**config.mk**
```make
export PLATFORM = sky130hd
export DESIGN_NAME = systolic_edge_feeder
export DESIGN_NICKNAME = d
export VERILOG_FILES = /design/src/rtl/systolic_pkg.sv /design/src/rtl/edge_skew_mux.sv /design/src/rtl/systolic_edge_feeder.sv
export SDC_FILE = /design/constraint.sdc
export NUM_CORES = 1
export LEC_CHECK = 0
export CORE_AREA = 2 2 209 211
export CTS_CLUSTER_DIAMETER = 200
export CTS_CLUSTER_SIZE = 10
export DETAILED_ROUTE_END_ITERATION = 10
export DIE_AREA = 0 0 211 213
export PLACE_DENSITY = 0.79
export SLEW_MARGIN = 0
export SYNTH_ARGS = -nofsm -noshare
export SYNTH_HDL_FRONTEND = slang
export SYNTH_SLANG_ARGS = --single-unit
```
**constraint.sdc**
```tcl
create_clock -name clk -period 9.5 [get_ports clk]
set_input_delay 2.85 -clock clk [delete_from_list [all_inputs] [get_ports clk]]
set_output_delay 2.85 -clock clk [all_outputs]
set_load 0.01 [all_outputs]
```
**src/rtl/systolic_pkg.sv**
```systemverilog
// Shared types and constants for the FP16 systolic array edge logic.
package systolic_pkg;

    localparam int DATA_WIDTH_DEFAULT = 16;

    typedef logic [15:0] fp16_t;

    localparam fp16_t FP16_ZERO = 16'h0000;

    typedef enum logic [1:0] {
        LOAD,
        FEED,
        DONE
    } feeder_state_e;

endpackage

```
**src/rtl/edge_skew_mux.sv**
```systemverilog
// Per-lane wavefront selector: picks element (t - LANE) of the lane's
// buffered vector, or FP16 zero when t falls outside the lane's window.
module edge_skew_mux
    import systolic_pkg::*;
#(
    parameter int DATA_WIDTH = DATA_WIDTH_DEFAULT,
    parameter int N          = 4,
    parameter int CNT_W      = $clog2(2*N),
    parameter int LANE       = 0
)(
    input  logic [N*DATA_WIDTH-1:0] lane_vec,
    input  logic [CNT_W-1:0]        t,
    output logic [DATA_WIDTH-1:0]   elem
);

    // Match t against each in-window position; nothing matches -> zero pad.
    always_comb begin
        elem = DATA_WIDTH'(FP16_ZERO);
        for (int k = 0; k < N; k++) begin
            if (t == CNT_W'(k + LANE)) begin
                elem = lane_vec[k*DATA_WIDTH +: DATA_WIDTH];
            end
        end
    end

endmodule

```
**src/rtl/systolic_edge_feeder.sv**
```systemverilog
// Buffers one NxN A tile and one NxN B tile, then drives the array's west
// and north edges with a diagonally skewed, zero-padded wavefront.
// Optional build macro FEEDER_PERF_CNT_EN adds tile_count / stall_cycles.
module systolic_edge_feeder
    import systolic_pkg::*;
#(
    parameter int DATA_WIDTH = DATA_WIDTH_DEFAULT,
    parameter int N          = 4,
    parameter int CNT_W      = $clog2(2*N)
)(
    input  logic                    clk,
    input  logic                    reset,
    input  logic                    in_valid,
    output logic                    in_ready,
    input  logic [N*DATA_WIDTH-1:0] in_a_vec,
    input  logic [N*DATA_WIDTH-1:0] in_b_vec,
    input  logic                    start,
    output logic [N*DATA_WIDTH-1:0] edge_a,
    output logic [N*DATA_WIDTH-1:0] edge_b,
    output logic                    edge_valid,
    output logic                    busy,
    output logic                    done
`ifdef FEEDER_PERF_CNT_EN
    ,
    output logic [31:0]             tile_count,
    output logic [31:0]             stall_cycles
`endif
);

    localparam logic [CNT_W-1:0] CNT_FULL = CNT_W'(N);
    localparam logic [CNT_W-1:0] T_LAST   = CNT_W'(2*N - 2);

    feeder_state_e state, state_nx;

    logic [CNT_W-1:0] count;
    logic [CNT_W-1:0] t;
    logic [CNT_W-1:0] issue_t;
    logic             load_fire;
    logic             start_ok;
    logic             feed_last;
    logic             issue;

    // a_buf[i][k] = A[i][k]; b_buf[k][j] = B[k][j]
    logic [DATA_WIDTH-1:0]   a_buf [N][N];
    logic [DATA_WIDTH-1:0]   b_buf [N][N];
    logic [N*DATA_WIDTH-1:0] a_lane [N];
    logic [N*DATA_WIDTH-1:0] b_lane [N];
    logic [DATA_WIDTH-1:0]   a_sel [N];
    logic [DATA_WIDTH-1:0]   b_sel [N];

    // State register.
    always_ff @(posedge clk) begin
        if (!reset) begin
            state <= LOAD;
        end else begin
            state <= state_nx;
        end
    end

    // Next-state logic.
    always_comb begin
        state_nx = state;
        unique case (state)
            LOAD:    if (start_ok)  state_nx = FEED;
            FEED:    if (feed_last) state_nx = DONE;
            DONE:    state_nx = LOAD;
            default: state_nx = LOAD;
        endcase
    end

    // State-decoded outputs and control strobes.
    always_comb begin
        in_ready  = (state == LOAD) && (count < CNT_FULL);
        busy      = (state != LOAD);
        load_fire = in_ready && in_valid;
        start_ok  = (state == LOAD) && start && (count == CNT_FULL);
        feed_last = (state == FEED) && (t == T_LAST);
        // The wavefront presented next cycle: t=0 on the start edge, t+1 while feeding.
        issue     = start_ok || ((state == FEED) && !feed_last);
        issue_t   = start_ok ? '0 : t + CNT_W'(1);
    end

    // Beat counter and feed counter; both return to zero on the way back to LOAD.
    always_ff @(posedge clk) begin
        if (!reset) begin
            count <= '0;
            t     <= '0;
        end else begin
            if (state == DONE) begin
                count <= '0;
            end else if (load_fire) begin
                count <= count + CNT_W'(1);
            end
            if (state == FEED) begin
                t <= t + CNT_W'(1);
            end else begin
                t <= '0;
            end
        end
    end

    // Tile buffer write: beat k fills column k of A and row k of B.
    always_ff @(posedge clk) begin
        for (int k = 0; k < N; k++) begin
            if (load_fire && (count == CNT_W'(k))) begin
                for (int i = 0; i < N; i++) begin
                    a_buf[i][k] <= in_a_vec[i*DATA_WIDTH +: DATA_WIDTH];
                    b_buf[k][i] <= in_b_vec[i*DATA_WIDTH +: DATA_WIDTH];
                end
            end
        end
    end

    // Present row i of A and column j of B as flat lane vectors to the selectors.
    always_comb begin
        a_lane = '{default: '0};
        b_lane = '{default: '0};
        for (int i = 0; i < N; i++) begin
            for (int k = 0; k < N; k++) begin
                a_lane[i][k*DATA_WIDTH +: DATA_WIDTH] = a_buf[i][k];
                b_lane[i][k*DATA_WIDTH +: DATA_WIDTH] = b_buf[k][i];
            end
        end
    end

    for (genvar g = 0; g < N; g++) begin : g_lane
        edge_skew_mux #(
            .DATA_WIDTH (DATA_WIDTH),
            .N          (N),
            .CNT_W      (CNT_W),
            .LANE       (g)
        ) u_mux_a (
            .lane_vec (a_lane[g]),
            .t        (issue_t),
            .elem     (a_sel[g])
        );

        edge_skew_mux #(
            .DATA_WIDTH (DATA_WIDTH),
            .N          (N),
            .CNT_W      (CNT_W),
            .LANE       (g)
        ) u_mux_b (
            .lane_vec (b_lane[g]),
            .t        (issue_t),
            .elem     (b_sel[g])
        );
    end

    // Registered edge outputs; zeros whenever no wavefront is issued.
    always_ff @(posedge clk) begin
        if (!reset) begin
            edge_a     <= '0;
            edge_b     <= '0;
            edge_valid <= 1'b0;
            done       <= 1'b0;
        end else begin
            edge_valid <= issue;
            done       <= feed_last;
            for (int i = 0; i < N; i++) begin
                edge_a[i*DATA_WIDTH +: DATA_WIDTH] <= issue ? a_sel[i] : '0;
                edge_b[i*DATA_WIDTH +: DATA_WIDTH] <= issue ? b_sel[i] : '0;
            end
        end
    end

`ifdef FEEDER_PERF_CNT_EN
    // Completed-tile count (wrapping) and full-buffer idle cycles (saturating).
    always_ff @(posedge clk) begin
        if (!reset) begin
            tile_count   <= '0;
            stall_cycles <= '0;
        end else begin
            if (state == DONE) begin
                tile_count <= tile_count + 32'd1;
            end
            if ((state == LOAD) && (count == CNT_FULL) && !start &&
                (stall_cycles != 32'hFFFF_FFFF)) begin
                stall_cycles <= stall_cycles + 32'd1;
            end
        end
    end
`endif

endmodule
```
==> results.yml <==
power:
  leakage_nw: 9.82
  p_per_area_mw_per_mm2: 210
  power.total_mw: 6.11
  ir_worst_vdd_mv: 0.132
grt:
  grt_max_degree: 97
  overflow: 0
  grt_pass1_vias: 14700
  grt_pass1_wl_microns: 83100
  antenna_found_initial: 6
  grt_usage: 0.246
finish:
  final_core_utilization: 0.680
  finalNetCount: 1980
  layout_commonest_cell: "edfxtp_1"
  area_delta_synth_final_pct: 22.3
  final_cells: 2454
  layout_common_cells: "edfxtp_1 (512), clkdlybuf4s50_1 (263), dfxtp_1 (137)"
  final_area_sq_mm: 0.0290
  drive_gt1_frac: 0.0667
logic_synthesis:
  yosysWarnings: 0
  synthFlopType: "edfxtp_1"
  synth-seq-cells: 650
  synth_nets: 1736
  synth_edf_count: 512
  syn_inst: 1597
  synth_area_sq_mm: 0.0238
  yosysSeqAreaShare: 0.764
  syn_area_per_cell_sq_um: 14.9
  async_flop_share: 0
  ys_types: 43
setup_path:
  r2r_cells: 7
  cp.arrival_ns: 5.77
  ff2ff_setup_slack_ns: 4.64
  crit_buf_inv: 2
  crit_chain: "clkdlybuf4s50_1 -> nor4b_4 -> and2_4 -> buf_4"
  worst-path-max-fanout: 76
  rr_startpoint: "t[0]$_SDFF_PN0_"
  critPathMaxStageDelay_ns: 0.96
  cp_slowest_cell: "buf_4"
  r2r-end: "edge_a[20]$_SDFF_PN0_"
  crit_path_start_kind: "input pin"
  crit_path_end_kind: "register"
  cp.required_ns: 9.70
  path_delay_family: "buffers and inverters"
  critPathKind: "in -> reg"
clocking:
  cts-htree-levels: 3
  numCtsBuffers: 74
  cts.sinks: 650
  cts_hold_buf: 0
  cts.clk_slew.worst_paths_ns: 0.05
  root_buffer: "clkbuf_16"
  clockBufferDepth: 3
  ctsResizeCount: 0
  post-cts-setup-buffers: 0
  cts_tree: "built"
  insertion_delay_ns: 0.60
sta:
  max_freq_ghz: 0.180
  hold_violations: 0
  rsz0062_at_grt: "no"
  finalCriticalPeriod_ns: 5.57
  layout_setup_ws_ns: 3.93
  fin_crit_sh: 0.586
  hold_ws_ns: 0.516
  worst_pin_slew_ns: 1.20
  max_slew_margin: 0.198
  drv_slew: 0
  setup_tns_ns: 0
  setup-violations-final: 0
  clock_skew_ns: 0.0169
min_path:
  whs_path_depth: 1
  hp-start: "a_buf[2][3]$_DFFE_PP_"
  holdPathEnd: "edge_a[35]$_SDFF_PN0_"
  min_path_type: "reg -> reg"
drt:
  wl_per_cell_microns: 22.6
  vias: 14400
  dr.pass1.iters: 5
  drtAntennaViolNets: 0
  wl_microns: 55400
  drt_iter0_drc: 1357
  drc: 0
  via_per_inst: 5.87
placed_design:
  gp_congestion: 0.775
  dp_slack_ns: 3.34
  portBuffers: 263
  placed_cells: 2311
  hpwl_microns: 31200
  placed_cell_area_sq_mm: 0.0268
die:
  num_rows: 76
  io_pins: 264
  start_util: 0.556
  fp.dieH_microns: 213
  die_area_sq_mm: 0.0449
  core-area_sq_mm: 0.0427
  die_w_microns: 211
outcome:
  outcome: "finished, final reports clean"
run:
  maxCapViolations: 0
## cells in the mapped netlist, types with 2 or more instances
cell | instances | area, sq um
nand2_1 | 35 | 131
o21ai_0 | 91 | 455
o221a_2 | 2 | 22.5
o21ai_1 | 7 | 35.0
a21oi_2 | 2 | 17.5
a22o_1 | 32 | 280
inv_1 | 41 | 154
buf_1 | 6 | 22.5
dfxtp_1 | 138 | 2760
nor3_1 | 129 | 646
buf_4 | 2 | 15.0
nor2b_1 | 50 | 313
clkbuf_1 | 63 | 236
clkbuf_2 | 3 | 15.0
nand2b_1 | 32 | 200
and3_1 | 2 | 12.5
edfxtp_1 | 512 | 15400
a21oi_1 | 98 | 490
and2_1 | 54 | 338
nor2_1 | 76 | 285
o221a_1 | 30 | 338
a32oi_1 | 32 | 280
a221oi_1 | 32 | 280
mux2i_1 | 32 | 320
nand3b_1 | 33 | 248
buf_2 | 40 | 200
ha_1 | 7 | 87.6
## layout make-up
| cell class | instances | area [sq um] |
|---|---|---|
| Inverter | 41 | 154 |
| Timing Repair Buffer | 282 | 2780 |
| Sequential cell | 650 | 18100 |
| Clock inverter | 5 | 66.3 |
| Antenna cell | 5 | 12.5 |
| Clock buffer | 133 | 2120 |
| Fill cell | 2777 | 13700 |
| Multi-Input combinational cell | 792 | 5090 |
| Tap cell | 546 | 683 |
## report_power, final
part	switching, mW	leakage, nW	internal, mW	total [mW]
Sequential	0.0321	5.82	3.22	3.25
Combinational	0.181	2.97	0.109	0.289
Clock	1.06	1.03	1.50	2.57
## state kept, by name (all words and copies together), names as in the netlist
signal and count:
a_buf 256, edge_b 64, state 2, edge_a 64, b_buf 256, count 3
edge_valid 1, done 1, t 3
## how the worst max path moves through the flow
| stage | cells after the start | slack, ns | from | end |
|---|---|---|---|---|
| floorplan | 3 | 1.59 | in_valid | a_buf[0][48]$_DFFE_PP_ |
| global placement | 4 | 3.44 | in_valid | a_buf[0][36]$_DFFE_PP_ |
| detailed placement | 4 | 3.34 | in_valid | a_buf[0][4]$_DFFE_PP_ |
| CTS | 4 | 3.96 | in_valid | a_buf[3][12]$_DFFE_PP_ |
| global route | 4 | 3.82 | in_valid | a_buf[3][12]$_DFFE_PP_ |
| finish | 4 | 3.93 | in_valid | b_buf[1][50]$_DFFE_PP_ |
## kinds of logic (layout without fill, tap and decap cells)
logic type               count (synthesis)  count (layout)  synth area share
buffers and inverters                  155             461            0.0271
other                                    0               5                 0
AO/OA/AOI/OAI                          332             332            0.0954
XOR/XNOR                                 3               3           0.00142
flip-flops                             650             650             0.764
AND/OR/NAND/NOR                        418             418            0.0953
multiplexers                            32              32            0.0135
adder cells (fa/ha/maj)                  7               7           0.00369
## routing by layer
| metal | global-route usage | up-vias | part of all wire | wire, microns |
|---|---|---|---|---|
| li1 | - | 6508 | - | - |
| met1 | 0.314 | 7107 | 0.39 | 21800 |
| met2 | 0.413 | 663 | 0.50 | 27700 |
| met3 | 0.0454 | 115 | 0.071 | 3930 |
| met4 | 0.110 | 2 | 0.034 | 1900 |
| met5 | 0 | - | 0.00018 | 10 |
(Power assumes the default switching activity.)
